File: src/rtl/mem_lsu_pkg.sv
// ============================================================================
// Module      : mem_lsu_pkg
// Description : Shared types, bus widths and op-class helpers for mem_lsu.
// Revision    : 1.0 - initial release
// ============================================================================
`default_nettype none

package mem_lsu_pkg;

    localparam int BUS_AW = 32;
    localparam int BUS_DW = 32;
    localparam int BUS_BW = BUS_DW / 8;

    typedef enum logic [3:0] {
        MEM_NOP = 4'd0,
        MEM_LB  = 4'd1,
        MEM_LH  = 4'd2,
        MEM_LW  = 4'd3,
        MEM_LBU = 4'd4,
        MEM_LHU = 4'd5,
        MEM_SB  = 4'd6,
        MEM_SH  = 4'd7,
        MEM_SW  = 4'd8
    } mem_op_e;

    typedef enum logic [1:0] {
        ST_IDLE = 2'd0,
        ST_REQ  = 2'd1,
        ST_WAIT = 2'd2,
        ST_DONE = 2'd3
    } lsu_state_e;

    function automatic logic op_is_load(input logic [3:0] op);
        case (op)
            MEM_LB, MEM_LH, MEM_LW, MEM_LBU, MEM_LHU: return 1'b1;
            default:                                 return 1'b0;
        endcase
    endfunction

    function automatic logic op_is_store(input logic [3:0] op);
        case (op)
            MEM_SB, MEM_SH, MEM_SW: return 1'b1;
            default:                return 1'b0;
        endcase
    endfunction

endpackage

`default_nettype wire

File: src/rtl/mem_lsu_if.sv
// ============================================================================
// Module      : mem_lsu_if
// Description : Data-bus request/response bundle between the LSU and memory.
// Revision    : 1.0 - initial release
// ============================================================================
`default_nettype none

interface mem_lsu_if;

    logic                               bus_req_out;
    logic                               bus_we_out;
    logic [mem_lsu_pkg::BUS_AW-1:0]     bus_addr_out;
    logic [mem_lsu_pkg::BUS_BW-1:0]     bus_be_out;
    logic [mem_lsu_pkg::BUS_DW-1:0]     bus_wdata_out;
    logic                               bus_gnt_in;
    logic                               bus_rvalid_in;
    logic [mem_lsu_pkg::BUS_DW-1:0]     bus_rdata_in;

    modport master (
        output bus_req_out, bus_we_out, bus_addr_out, bus_be_out, bus_wdata_out,
        input  bus_gnt_in, bus_rvalid_in, bus_rdata_in
    );

    modport slave (
        input  bus_req_out, bus_we_out, bus_addr_out, bus_be_out, bus_wdata_out,
        output bus_gnt_in, bus_rvalid_in, bus_rdata_in
    );

endinterface

`default_nettype wire

File: src/rtl/mem_lsu_align.sv
// ============================================================================
// Module      : mem_lsu_align
// Description : Byte-lane enables, store replication, misalign detect, load extend.
// Revision    : 1.0 - initial release
// ============================================================================
`default_nettype none

module mem_lsu_align
    import mem_lsu_pkg::*;
(
    input  wire logic [3:0]         op_i,
    input  wire logic [1:0]         addr_lo_i,
    input  wire logic [BUS_DW-1:0]  sdata_i,
    input  wire logic [BUS_DW-1:0]  rword_i,
    output logic      [BUS_BW-1:0]  be_o,
    output logic      [BUS_DW-1:0]  wdata_o,
    output logic                    misalign_o,
    output logic      [BUS_DW-1:0]  ldata_o
);

    logic [7:0]  w_byte;
    logic [15:0] w_half;
    logic [3:0]  w_be_byte;
    logic [3:0]  w_be_half;

    always_comb begin
        case (addr_lo_i)
            2'd0:    w_byte = rword_i[7:0];
            2'd1:    w_byte = rword_i[15:8];
            2'd2:    w_byte = rword_i[23:16];
            default: w_byte = rword_i[31:24];
        endcase
    end

    assign w_half    = addr_lo_i[1] ? rword_i[31:16] : rword_i[15:0];
    assign w_be_byte = 4'b0001 << addr_lo_i;
    assign w_be_half = addr_lo_i[1] ? 4'b1100 : 4'b0011;

    // Loads drive the same lane enables as a store of the same width.
    always_comb begin
        be_o       = 4'b0000;
        wdata_o    = sdata_i;
        misalign_o = 1'b0;
        ldata_o    = '0;
        case (op_i)
            MEM_LB: begin
                be_o    = w_be_byte;
                ldata_o = {{24{w_byte[7]}}, w_byte};
            end
            MEM_LBU: begin
                be_o    = w_be_byte;
                ldata_o = {24'd0, w_byte};
            end
            MEM_LH: begin
                be_o       = w_be_half;
                misalign_o = addr_lo_i[0];
                ldata_o    = {{16{w_half[15]}}, w_half};
            end
            MEM_LHU: begin
                be_o       = w_be_half;
                misalign_o = addr_lo_i[0];
                ldata_o    = {16'd0, w_half};
            end
            MEM_LW: begin
                be_o       = 4'b1111;
                misalign_o = |addr_lo_i;
                ldata_o    = rword_i;
            end
            MEM_SB: begin
                be_o    = w_be_byte;
                wdata_o = {4{sdata_i[7:0]}};
            end
            MEM_SH: begin
                be_o       = w_be_half;
                misalign_o = addr_lo_i[0];
                wdata_o    = {2{sdata_i[15:0]}};
            end
            MEM_SW: begin
                be_o       = 4'b1111;
                misalign_o = |addr_lo_i;
                wdata_o    = sdata_i;
            end
            default: begin
                be_o = 4'b0000;
            end
        endcase
    end

endmodule

`default_nettype wire

File: src/rtl/mem_lsu.sv
// ============================================================================
// Module      : mem_lsu
// Description : Memory-stage load/store unit; one data-bus transaction per op.
// Revision    : 1.0 - initial release
// ============================================================================
`default_nettype none

module mem_lsu
    import mem_lsu_pkg::*;
#(
    parameter int TIMEOUT_CYCLES = 256
)
(
    input  wire logic               clk_in,
    input  wire logic               reset_in,
    input  wire logic [3:0]         mem_op_in,
    input  wire logic [BUS_AW-1:0]  mem_addr_in,
    input  wire logic [BUS_DW-1:0]  mem_data_in,
    input  wire logic               mem_we_in,
    input  wire logic [4:0]         reg_waddr_in,
    input  wire logic [31:0]        reg_wdata_in,
    input  wire logic               reg_we_in,
    input  wire logic               hold_in,
    mem_lsu_if.master               bus,
    output logic      [4:0]         reg_waddr_out,
    output logic      [31:0]        reg_wdata_out,
    output logic                    reg_we_out,
    output logic                    stall_req_out,
    output logic                    misalign_out,
    output logic                    bus_err_out
);

    localparam int               CNT_W   = (TIMEOUT_CYCLES > 2) ? $clog2(TIMEOUT_CYCLES) : 1;
    localparam logic [CNT_W-1:0] CNT_MAX = CNT_W'((TIMEOUT_CYCLES > 0) ? TIMEOUT_CYCLES - 1 : 0);
    localparam logic             TO_EN   = (TIMEOUT_CYCLES > 0);

    lsu_state_e         state_q, state_d;
    logic [CNT_W-1:0]   cnt_q, cnt_d;
    logic [31:0]        ldata_q, ldata_d;
    logic               done_we_q, done_we_d;

    logic               w_is_load;
    logic               w_is_store;
    logic               w_is_mem;
    logic               w_misalign_det;
    logic [BUS_BW-1:0]  w_be;
    logic [BUS_DW-1:0]  w_wdata;
    logic [31:0]        w_ldata;
    logic [CNT_W-1:0]   w_cnt_inc;
    logic               w_timeout;
    lsu_state_e         w_fin;

    logic               w_req;
    logic               w_req_o;
    logic               w_stall;
    logic               w_wb_we;
    logic [31:0]        w_wb_data;
    logic               w_misalign;
    logic               w_err;
    logic               w_unused_we;

    // The op code alone decides the access class; the store flag is redundant.
    assign w_unused_we = mem_we_in;

    assign w_is_load  = op_is_load(mem_op_in);
    assign w_is_store = op_is_store(mem_op_in);
    assign w_is_mem   = w_is_load | w_is_store;
    assign w_cnt_inc  = TO_EN ? (cnt_q + CNT_W'(1)) : '0;
    assign w_timeout  = TO_EN && (cnt_q >= CNT_MAX);
    assign w_fin      = hold_in ? ST_DONE : ST_IDLE;

    mem_lsu_align u_align (
        .op_i       (mem_op_in),
        .addr_lo_i  (mem_addr_in[1:0]),
        .sdata_i    (mem_data_in),
        .rword_i    (bus.bus_rdata_in),
        .be_o       (w_be),
        .wdata_o    (w_wdata),
        .misalign_o (w_misalign_det),
        .ldata_o    (w_ldata)
    );

    always_comb begin
        state_d    = state_q;
        cnt_d      = cnt_q;
        ldata_d    = ldata_q;
        done_we_d  = done_we_q;
        w_req      = 1'b0;
        w_stall    = 1'b0;
        w_wb_we    = 1'b0;
        w_wb_data  = reg_wdata_in;
        w_misalign = 1'b0;
        w_err      = 1'b0;
        case (state_q)
            ST_IDLE, ST_REQ: begin
                if (state_q == ST_IDLE && !w_is_mem) begin
                    w_wb_we = reg_we_in;
                end else if (state_q == ST_IDLE && w_misalign_det) begin
                    w_misalign = 1'b1;
                    done_we_d  = 1'b0;
                    state_d    = w_fin;
                end else if (state_q == ST_REQ && w_timeout) begin
                    w_err     = 1'b1;
                    cnt_d     = '0;
                    done_we_d = 1'b0;
                    state_d   = w_fin;
                end else begin
                    w_req = 1'b1;
                    if (bus.bus_gnt_in && w_is_store) begin
                        cnt_d     = '0;
                        done_we_d = 1'b0;
                        state_d   = w_fin;
                    end else begin
                        w_stall = 1'b1;
                        cnt_d   = w_cnt_inc;
                        state_d = bus.bus_gnt_in ? ST_WAIT : ST_REQ;
                    end
                end
            end
            ST_WAIT: begin
                if (w_timeout) begin
                    w_err     = 1'b1;
                    cnt_d     = '0;
                    done_we_d = 1'b0;
                    state_d   = w_fin;
                end else if (bus.bus_rvalid_in) begin
                    w_wb_data = w_ldata;
                    w_wb_we   = reg_we_in;
                    ldata_d   = w_ldata;
                    done_we_d = 1'b1;
                    cnt_d     = '0;
                    state_d   = w_fin;
                end else begin
                    w_stall = 1'b1;
                    cnt_d   = w_cnt_inc;
                end
            end
            ST_DONE: begin
                w_wb_data = ldata_q;
                w_wb_we   = done_we_q & reg_we_in;
                if (!hold_in) begin
                    state_d = ST_IDLE;
                end
            end
            default: begin
                state_d = ST_IDLE;
            end
        endcase
    end

    always_ff @(posedge clk_in or posedge reset_in) begin
        if (reset_in) begin
            state_q   <= ST_IDLE;
            cnt_q     <= '0;
            ldata_q   <= '0;
            done_we_q <= 1'b0;
        end else begin
            state_q   <= state_d;
            cnt_q     <= cnt_d;
            ldata_q   <= ldata_d;
            done_we_q <= done_we_d;
        end
    end

    // Request and writeback paths are combinational, so reset must mask them.
    assign w_req_o            = w_req & ~reset_in;
    assign bus.bus_req_out    = w_req_o;
    assign bus.bus_we_out     = w_req_o & w_is_store;
    assign bus.bus_addr_out   = w_req_o ? {mem_addr_in[BUS_AW-1:2], 2'b00} : '0;
    assign bus.bus_be_out     = w_req_o ? w_be : '0;
    assign bus.bus_wdata_out  = (w_req_o && w_is_store) ? w_wdata : '0;

    assign reg_waddr_out = reset_in ? 5'd0  : reg_waddr_in;
    assign reg_wdata_out = reset_in ? 32'd0 : w_wb_data;
    assign reg_we_out    = w_wb_we    & ~reset_in;
    assign stall_req_out = w_stall    & ~reset_in;
    assign misalign_out  = w_misalign & ~reset_in;
    assign bus_err_out   = w_err      & ~reset_in;

endmodule

`default_nettype wire

File: src/flat_wrapper.sv
// flat-port wrapper written by rule: the top's interface ports become plain ports
module mem_lsu_flat import mem_lsu_pkg::*;
#(
    parameter int TIMEOUT_CYCLES = 256
)
  (clk_in, reset_in, mem_op_in, mem_addr_in, mem_data_in, mem_we_in, reg_waddr_in, reg_wdata_in, reg_we_in, hold_in, reg_waddr_out, reg_wdata_out, reg_we_out, stall_req_out, misalign_out, bus_err_out, bus_bus_req_out, bus_bus_we_out, bus_bus_addr_out, bus_bus_be_out, bus_bus_wdata_out, bus_bus_gnt_in, bus_bus_rvalid_in, bus_bus_rdata_in);
  mem_lsu_if bus_i ();
  input  wire logic clk_in;
  input  wire logic reset_in;
  input  wire logic [3:0] mem_op_in;
  input  wire logic [BUS_AW-1:0] mem_addr_in;
  input  wire logic [BUS_DW-1:0] mem_data_in;
  input  wire logic mem_we_in;
  input  wire logic [4:0] reg_waddr_in;
  input  wire logic [31:0] reg_wdata_in;
  input  wire logic reg_we_in;
  input  wire logic hold_in;
  output logic      [4:0] reg_waddr_out;
  output logic      [31:0] reg_wdata_out;
  output logic reg_we_out;
  output logic stall_req_out;
  output logic misalign_out;
  output logic bus_err_out;
  output wire logic [$bits(bus_i.bus_req_out)-1:0] bus_bus_req_out;
  output wire logic [$bits(bus_i.bus_we_out)-1:0] bus_bus_we_out;
  output wire logic [$bits(bus_i.bus_addr_out)-1:0] bus_bus_addr_out;
  output wire logic [$bits(bus_i.bus_be_out)-1:0] bus_bus_be_out;
  output wire logic [$bits(bus_i.bus_wdata_out)-1:0] bus_bus_wdata_out;
  input wire logic [$bits(bus_i.bus_gnt_in)-1:0] bus_bus_gnt_in;
  input wire logic [$bits(bus_i.bus_rvalid_in)-1:0] bus_bus_rvalid_in;
  input wire logic [$bits(bus_i.bus_rdata_in)-1:0] bus_bus_rdata_in;
  assign bus_bus_req_out = bus_i.bus_req_out;
  assign bus_bus_we_out = bus_i.bus_we_out;
  assign bus_bus_addr_out = bus_i.bus_addr_out;
  assign bus_bus_be_out = bus_i.bus_be_out;
  assign bus_bus_wdata_out = bus_i.bus_wdata_out;
  assign bus_i.bus_gnt_in = bus_bus_gnt_in;
  assign bus_i.bus_rvalid_in = bus_bus_rvalid_in;
  assign bus_i.bus_rdata_in = bus_bus_rdata_in;
  mem_lsu #(.TIMEOUT_CYCLES(TIMEOUT_CYCLES)) u_core (.clk_in(clk_in), .reset_in(reset_in), .mem_op_in(mem_op_in), .mem_addr_in(mem_addr_in), .mem_data_in(mem_data_in), .mem_we_in(mem_we_in), .reg_waddr_in(reg_waddr_in), .reg_wdata_in(reg_wdata_in), .reg_we_in(reg_we_in), .hold_in(hold_in), .bus(bus_i), .reg_waddr_out(reg_waddr_out), .reg_wdata_out(reg_wdata_out), .reg_we_out(reg_we_out), .stall_req_out(stall_req_out), .misalign_out(misalign_out), .bus_err_out(bus_err_out));
endmodule
File: config.mk
export PLATFORM = sky130hd
export DESIGN_NAME = mem_lsu_flat
export DESIGN_NICKNAME = d
export VERILOG_FILES = /design/src/rtl/mem_lsu_pkg.sv /design/src/rtl/mem_lsu_if.sv /design/src/rtl/mem_lsu_align.sv /design/src/rtl/mem_lsu.sv /design/src/flat_wrapper.sv
export SDC_FILE = /design/constraint.sdc
export NUM_CORES = 1
export LEC_CHECK = 0
export ABC_CLOCK_PERIOD_IN_PS = 3300
export CAP_MARGIN = 20
export CORE_AREA = 2 2 114 116
export DETAILED_ROUTE_END_ITERATION = 12
export DIE_AREA = 0 0 116 118
export HOLD_SLACK_MARGIN = 0.02
export PLACE_DENSITY = 0.86
export SYNTH_ARGS = -nofsm -noshare
export SYNTH_HDL_FRONTEND = slang
export SYNTH_SLANG_ARGS = --single-unit
File: constraint.sdc
create_clock -name clk_in -period 3.3 [get_ports clk_in]
set_input_delay 0.66 -clock clk_in [delete_from_list [all_inputs] [get_ports clk_in]]
set_output_delay 0.66 -clock clk_in [all_outputs]
set_load 0.05 [all_outputs]
Word-level counts from Yosys, hierarchy flattened
Index checks and enable logic that the tools add are counted.
Widths: inputs -> output; s select.

operators by class
  $add $sub $neg = 1
  multipliers = 0
  divide/modulo/power cells = 0
  $lt $le $gt $ge = 1
  eq/ne operators = 18
  shifts and indexed selects = 1
  mux-type cells = 64
  bitwise logic cells = 10
  reduce and logical (&&, ||, !) cells = 20

operator list
  operator             number
  $mux 32              5
  $pmux 32 s5          1
  $pmux 32 s2          2
  $mux 8               6
  $mux 1               28
  $pmux 8 s3           1
  $mux 2               9
  $eq 4x3->1 const B   4
  $mux 16              1
  $pmux 8 s2           1
  $pmux 4 s3           1
  $reduce_and 3->1     3
  $reduce_or 3->1      3
  $add 8x1->8 const B  1
  $eq 4x2->1 const B   2
  $ge 8x8->1 const B   1
  $mux 4               2
  $pmux 1 s2           4
  $and 1x1->1          7
  $eq 2x2->1 const B   3
  $ne 2x2->1 const B   3
  $pmux 2 s3           1
  $reduce_or 2->1      3
  $logic_and 1x1->1    5
  other kinds (15)     18

word-level totals
  register bits = 43
  latch bits = 0
  memory bits (writable) = 0
  memory bits (read-only) = 0
  output and inout port bits = 111
  word-level logic and storage cells = 119
  memories kept = 0

Depth between registers and ports, before layout
  depth after elaboration = 11
  mapped depth = 8
  mapped depth without buffers = 6

Cells and area by module
A second synthesis with hierarchy kept.

unflattened totals
  cells, all modules = 579
  area total of the unflattened synthesis = 4566.9 µm²

modules (own cells, without submodules)
  module         times used  cells each  area each (µm²)  seq. area each (µm²)
  mem_lsu        1           396         3146.8           1076.0
  mem_lsu_align  1           183         1420.1           0.0

Worst setup path after synthesis
No wires, ideal clock.

  path type = in2out
  start = input port reset_in
  end = output port reg_wdata_out[10]
  data arrival time = 3330 ps
  data required time = 2640 ps
  path slack = -690 ps
  cell stages on the path = 4
  cell sequence = inv_1 clkbuf_1 o221ai_1 nor2_1

between the ends
  word-level cells in the longest chain between the ends = 1

RTL lines
  what                RTL line            text
  start: declaration  flat_wrapper.sv:9   input wire logic reset_in;
  $mux 32             mem_lsu.sv:174      assign reg_wdata_out = reset_in ? 32'd0 : w_wb_data;
  end: declaration    flat_wrapper.sv:19  output logic [31:0] reg_wdata_out;

Every way passes these cells.

Final worst setup path
  start = input port mem_op_in[1]
  end = output port bus_bus_wdata_out[17]

between the ends
  word-level cells in the longest chain between the ends = 11
  elaborated cells between the ends (all ways) = 26
  classes of those cells = 8 x eq/ne; 8 x mux; 2 x bitwise; 8 x reduce/logical

RTL lines
  what                                                RTL line                              text
  start: declaration                                  flat_wrapper.sv:10                    input wire logic [3:0] mem_op_in;
  $eq 4x1->1 (tied with other cells)                  mem_lsu_pkg.sv:34                     case (op)
  $reduce_or 5->1 or $reduce_or 3->1 (tied branches)  mem_lsu_pkg.sv:34, mem_lsu_pkg.sv:41
  $mux 1, on equally long branches                    mem_lsu_pkg.sv:34, mem_lsu_pkg.sv:41
  $or 1x1->1                                          mem_lsu.sv:67                         assign w_is_mem = w_is_load | w_is_store;
  $logic_not 1->1                                     mem_lsu.sv:96                         if (state_q == ST_IDLE && !w_is_mem) begin
  $logic_and 1x1->1                                   mem_lsu.sv:96
  $mux 1                                              mem_lsu.sv:96
  $mux 1                                              mem_lsu.sv:94                         case (state_q)
  $and 1x1->1                                         mem_lsu.sv:166                        assign w_req_o = w_req & ~reset_in;
  $logic_and 1x1->1                                   mem_lsu.sv:171                        assign bus.bus_wdata_out = (w_req_o && w_is_store) ? w_wdata : '0;
  $mux 32 *                                           mem_lsu.sv:171
  end: declaration                                    flat_wrapper.sv:28                    output wire logic [$bits(bus_i.bus_wdata_out)-1:0] bus_bus_wdata_out;

Every way passes the cells marked *; elsewhere a longest branch is shown, timed or not.

==> flow_summary.ini <==
[drt]
vias = 5678
post_drt_wl_per_cell_um = 19.5
drc_errors = 0
via_per_inst = 5.53
postRouteAntennaNets = 0
drtIter0Drc = 553
first_pass_iters = 5
drt_wl_total_um = 20000

[yosys]
yosysTopAreaCell = dfrtp_1
synth_area_leaders = dfrtp_1, nor2_1, o221ai_1
synth_cell_types = 67
synth_ff_type = dfrtp_1
synth_compound_area_share_pct = 28.5
synth_top_family_by_area = simple AND/OR/NAND/NOR gates
yosysMostFrequentCell = nor2_1
netlist_area_mm2 = 0.00412
synth_seq_area_share_pct = 26.1
async_flop_share_pct = 100
synthAdderAreaFrac_pct = 0.546
synth_top_area_share_pct = 26.1
muxShareOfSynthArea_pct = 7.49
syn-instance-count = 541
syn_area_per_cell_um2 = 7.62
synth-seq-cells = 43
synth-simple-area-share_pct = 31.0
yosysWarnings = 0
synth_edf_count = 0
synth_xor_area_share_pct = 0.212
synth_common_cells = nor2_1, nand2_1, a21oi_1, dfrtp_1

[cts]
cts_hold_buffers = 0
clock-root-buffer = clkbuf_16
cts_tree = built
worstSkewPairLatency_ps = 300
cts-htree-levels = 2
path_clk_slew_ps = 60
numCtsBuffers = 5
cts_buffer_depth = 2
clock-sinks = 43

[global_routing]
met1_usage_pct = 30.3
grt_max_degree = 35
antenna_found_initial = 1
gr-usage-all-layers_pct = 28.0
grtUsageMet2_pct = 50.7
busiest_layer = met2
overflow = 0
grtUsageMet3_pct = 8.39
grt_pass1_vias = 5808
grt_first_pass_wirelength_um = 30300

[place]
placedCellCount = 1001
io_buffers = 251
place_hpwl_um = 14900
gp_congestion = 0.916

[die]
initial_core_util_pct = 33.2
rows = 41
fp.dieArea_mm2 = 0.0137
chipHeight_um = 118
core_area_mm2 = 0.0124
die_w_um = 116
io_pins = 255

[power]
p_total_mw = 5.76
seq_power_share_pct = 17.1
p_leak_nw = 3.76
p_int_mw = 3.04
ir_drop_mv = 0.371
pwr_density_cell_mw_per_mm2 = 639
p_comb_share_pct = 74.0
p_clk_share_pct = 8.9
p_switching_mw = 2.72
p_sw_share_pct = 47.2

[critical_path]
r2r_end = u_core.ldata_q[23]
cp_max_fo = 12
worstSetupPathType = in2out
cp.buffers_inverters = 4
start_kind = input pin
reg2reg_depth = 9
crit_chain = dlygate4sd2_1, buf_2, nand4b_1, nand4_1, o221ai_4, nand4_4, bufbuf_16, a21oi_1, buf_12
crit_slowest_cell = bufbuf_16
regToRegStartpoint = u_core.cnt_q[0]
cp_slowest_stage_delay_ps = 330
cpLargestDelayFamily = buffers and inverters
worstPathRequired_ps = 2640
worst-r2r-setup-slack_ps = 1130
critPathArrivalTime_ps = 2610
endpoint_kind = output port

[sta]
rsz0062_at_grt = true
fin_skew_ps = 10.2
max_freq_mhz = 306
layout_min_cycle_time_ps = 3270
hold_ws_ps = 487
setup_viol = 0
slew_violations = 0
hold_violations = 0
finalCritPeriodShare_pct = 99.0

[cells_and_area]
nFillCells = 853
drive_above_1_share_pct = 33.6
syn_to_final_growth_pct = 118
instances_no_fill = 1027
finalNetCount = 998

[worst_hold_path]
worstHoldStart = u_core.ldata_q[16]
holdPathEnd = u_core.ldata_q[16]
min_path_type = reg2reg
hold_path_depth = 2

[run]
cap_viol_max_count = 0

[status]
status = complete, no violations
power groups by stage:
stage,sequential (mW),clock (mW),combinational [mW]
floorplan,0.907,0,2.14
global route,1.01,0.540,4.49
finish,0.982,0.513,4.26
detailed placement,0.973,0,4.02
global placement,0.956,0,3.94
CTS,0.970,0.515,4.17
stage by stage:
stage / TNS [ps] / util [%] / setup slack, ps / area [µm²]
3_5_place_dp: -4770 / 67.7 / -171 / 8410
3_3_place_gp: -1870 / 67.7 / -96.5 / 8410
5_1_grt: -71.0 / 72.5 / -45.0 / 9000
4_1_cts: 0 / 71.1 / 2.35 / 8830
6_report: 0 / 72.6 / 33.4 / 9010
2_1_floorplan: -572 / - / -114 / 4150
cell families (layout without fill, tap and decap cells):
logic type | Yosys count | count (layout)
multiplexers | 29 | 29
AO/OA/AOI/OAI | 159 | 159
AND/OR/NAND/NOR | 254 | 254
flip-flops | 43 | 43
XOR/XNOR | 1 | 1
buffers and inverters | 52 | 364
adder cells (fa/ha/maj) | 2 | 2
other | 1 | 3
cells in the final DEF (no fill, tap or decap), types with 15 or more instances in the layout:
cell and n:
a21oi_1 34, and2_1 22, buf_12 114, buf_4 76
clkdlybuf4s50_1 133, dfrtp_1 43, mux2i_1 23, nand2_1 48
nor2_1 95, o21ai_0 15, o221ai_1 32
state kept, by name (all words and copies together) (netlist names):
name              cells
u_core.ldata_q       32
u_core.cnt_q          8
u_core.state_q        2
u_core.done_we_q      1
worst min-delay path, stage by stage, from the launching register on:
cell,delay [ps]
dfrtp_1,350
nand2_1,50
o21ai_0,60
metal layers:
| metal | vias up | wire length, µm | share of wire, % |
|---|---|---|---|
| li1 | 2609 | - | - |
| met1 | 2692 | 6880 | 34 |
| met2 | 325 | 10600 | 53 |
| met3 | 52 | 1780 | 8.9 |
| met4 | 0 | 720 | 3.6 |
| met5 | - | 0 | 0 |
final cells by class:
class | count | area, µm² | share of cell area, %
diodes | 1 | 2.50 | 0.0278
clock buffers | 5 | 125 | 1.39
clock inverters | 3 | 23.8 | 0.264
inverters | 9 | 33.8 | 0.375
multi-input cells | 447 | 3020 | 33.6
flip-flops and latches | 43 | 1080 | 11.9
well taps | 172 | 215 | 2.39
repair buffers | 347 | 4510 | 50.0
how the worst max path moves through the flow:
stage | start | to | slack [ps] | cells past startpoint
3_3_place_gp | bus_bus_rdata_in[23] | reg_wdata_out[9] | -100 | 7
5_1_grt | bus_bus_rdata_in[15] | reg_wdata_out[22] | -40 | 9
4_1_cts | u_core.cnt_q[0] | bus_bus_wdata_out[16] | 2 | 8
3_5_place_dp | bus_bus_rdata_in[23] | reg_wdata_out[9] | -170 | 7
2_1_floorplan | mem_op_in[0] | bus_bus_wdata_out[24] | -110 | 5
6_report | mem_op_in[1] | bus_bus_wdata_out[17] | 30 | 9
timing repair:
| action | 4_1_cts | 5_1_grt |
|---|---|---|
| setup endpoints to repair | 83 | 67 |
| pin swaps | 2 | 8 |
| buffers inserted | 8 | 2 |
| gates cloned | 7 | 1 |
| gates resized for setup | 35 | 44 |
Power figures use the tool's default switching activity.
==> RTL edit: new RTL, same settings <==
`ldata_q` no longer has a reset.
--- a/src/rtl/mem_lsu.sv
+++ b/src/rtl/mem_lsu.sv
@@ -152,14 +152,16 @@
         if (reset_in) begin
             state_q   <= ST_IDLE;
             cnt_q     <= '0;
-            ldata_q   <= '0;
             done_we_q <= 1'b0;
         end else begin
             state_q   <= state_d;
             cnt_q     <= cnt_d;
-            ldata_q   <= ldata_d;
             done_we_q <= done_we_d;
         end
+    end
+
+    always_ff @(posedge clk_in) begin
+        ldata_q <= ldata_d;
     end
 
     // Request and writeback paths are combinational, so reset must mask them.
Check against the original RTL: same outputs for any inputs over 4 cycles, from zero or initial values and one cycle with reset_in high; that may be too few to reach the edited logic, so the function may still have changed.
==> RTL edit against the original RTL <==
Sequential power decreased by 18%. Design area increased by 0.69%. Area after synthesis about the same. Wire length about the same. Non-clock buffer count increased by 9. Die area unchanged. Synthesized cell count decreased by 6.7%. Power decreased by 16%. Count of clock-buffer cells in the layout increased by 1. Sequential cell count unchanged. Worst setup slack got worse by 0.018 ns. Hold slack improved by 0.040 ns. Critical endpoint is now bus_bus_wdata_out[22]. Largest power group unchanged. Highest routed layer unchanged.
==> RTL edit: results (changes against the original RTL) <==
post-placement cell area - 8338 sq um (was 8407 sq um)
setup bufs post-CTS - 13 (was 8)
Synth cell types - 76 (was 67)
crit-path max FO - 7 (was 12)
dpl cells - 963 (was 1001)
Async SR Flop Fraction - 0.2558 (was 1.000)
drt initial violations - 467 (was 553)
sequential power - 0.806 mW (was 0.982 mW)
Slowest Stage Delay on Critical Path - 0.31 ns (was 0.33 ns)
met1 wire length - 7453 um (was 6879 um)
Final Non-Filler Cells - 997 (was 1027)
FF-to-FF End - u_core.state_q[0] (was u_core.ldata_q[23])
Non-clk invs - 14 (was 9)
Net Switching - 2.237 mW (was 2.718 mW)
leakage power total - 3.843 nW (was 3.761 nW)
n_diodes - 0 (was 1)
gr usage total - 0.2726 (was 0.2804)
FF+latch area - 1236 sq um (was 1076 sq um)
initial antenna violation count - 0 (was 1)
hold slack - 0.5263 ns (was 0.4866 ns)
CP arrival - 2.62 ns (was 2.61 ns)
Non-clock buffers - 356 (was 347)
Setup WS pre-CTS - -0.4873 ns (was -0.1713 ns)
vias - 5491 (was 5678)
status - complete, no violations (unchanged)
clk cell area share - 0.01807 (was 0.01653)
routability cong. - 0.8855 (was 0.9164)
DP Wirelength - 13950 um (was 14870 um)
post-synthesis sequential area ratio - 0.2995 (was 0.2609)
GR Util met3 - 0.04995 (was 0.08393)
FILL cells - 810 (was 853)
Worst Skew - 0.002547 ns (was 0.01016 ns)
multi-input gates - 404 (was 447)
cells taking the most area after synthesis - edfxtp_1 (23%), dfrtp_1 (6.7%), and3_1 (6.2%), mux2i_1 (6.1%), nor2_1 (5.9%) (was dfrtp_1 (26%), nor2_1 (9.4%), o221ai_1 (6.8%), mux2i_1 (5.6%), a21oi_1 (5.2%))
Hold EP - u_core.cnt_q[0] (was u_core.ldata_q[16])
top post-synthesis cells by count - nor2_1 (65), nand2_1 (56), and3_1 (41) (was nor2_1 (103), nand2_1 (50), a21oi_1 (43), dfrtp_1 (43))
Crit path max-delay family - simple AND/OR/NAND/NOR gates (was buffers and inverters)
Synth Flop Type - edfxtp_1 (was dfrtp_1)
RTL edit: cell count changes after synthesis, sizes merged, moves of 19 or more:
cell,change
edfxtp,+32
dfrtp,-32
o221ai,-24
a21oi,-23
nor2,-38
and2,-22
o21ai,+19
and3,+30
RTL edit: worst max-delay path by stage:
| stage | from | endpoint | slack (ns) | cells past startpoint |
|---|---|---|---|---|
| finish | mem_op_in[1] | bus_bus_wdata_out[22] | 0.02 | 11 |
| detailed placement | mem_op_in[0] | reg_wdata_out[14] | -0.49 | 9 |
| CTS | bus_bus_rdata_in[31] | reg_wdata_out[24] | 0.002 | 9 |
| global placement | mem_op_in[0] | reg_wdata_out[14] | -0.37 | 9 |
| global route | mem_op_in[0] | reg_wdata_out[0] | -0.02 | 9 |
| floorplan | mem_op_in[0] | bus_bus_wdata_out[27] | -0.47 | 7 |
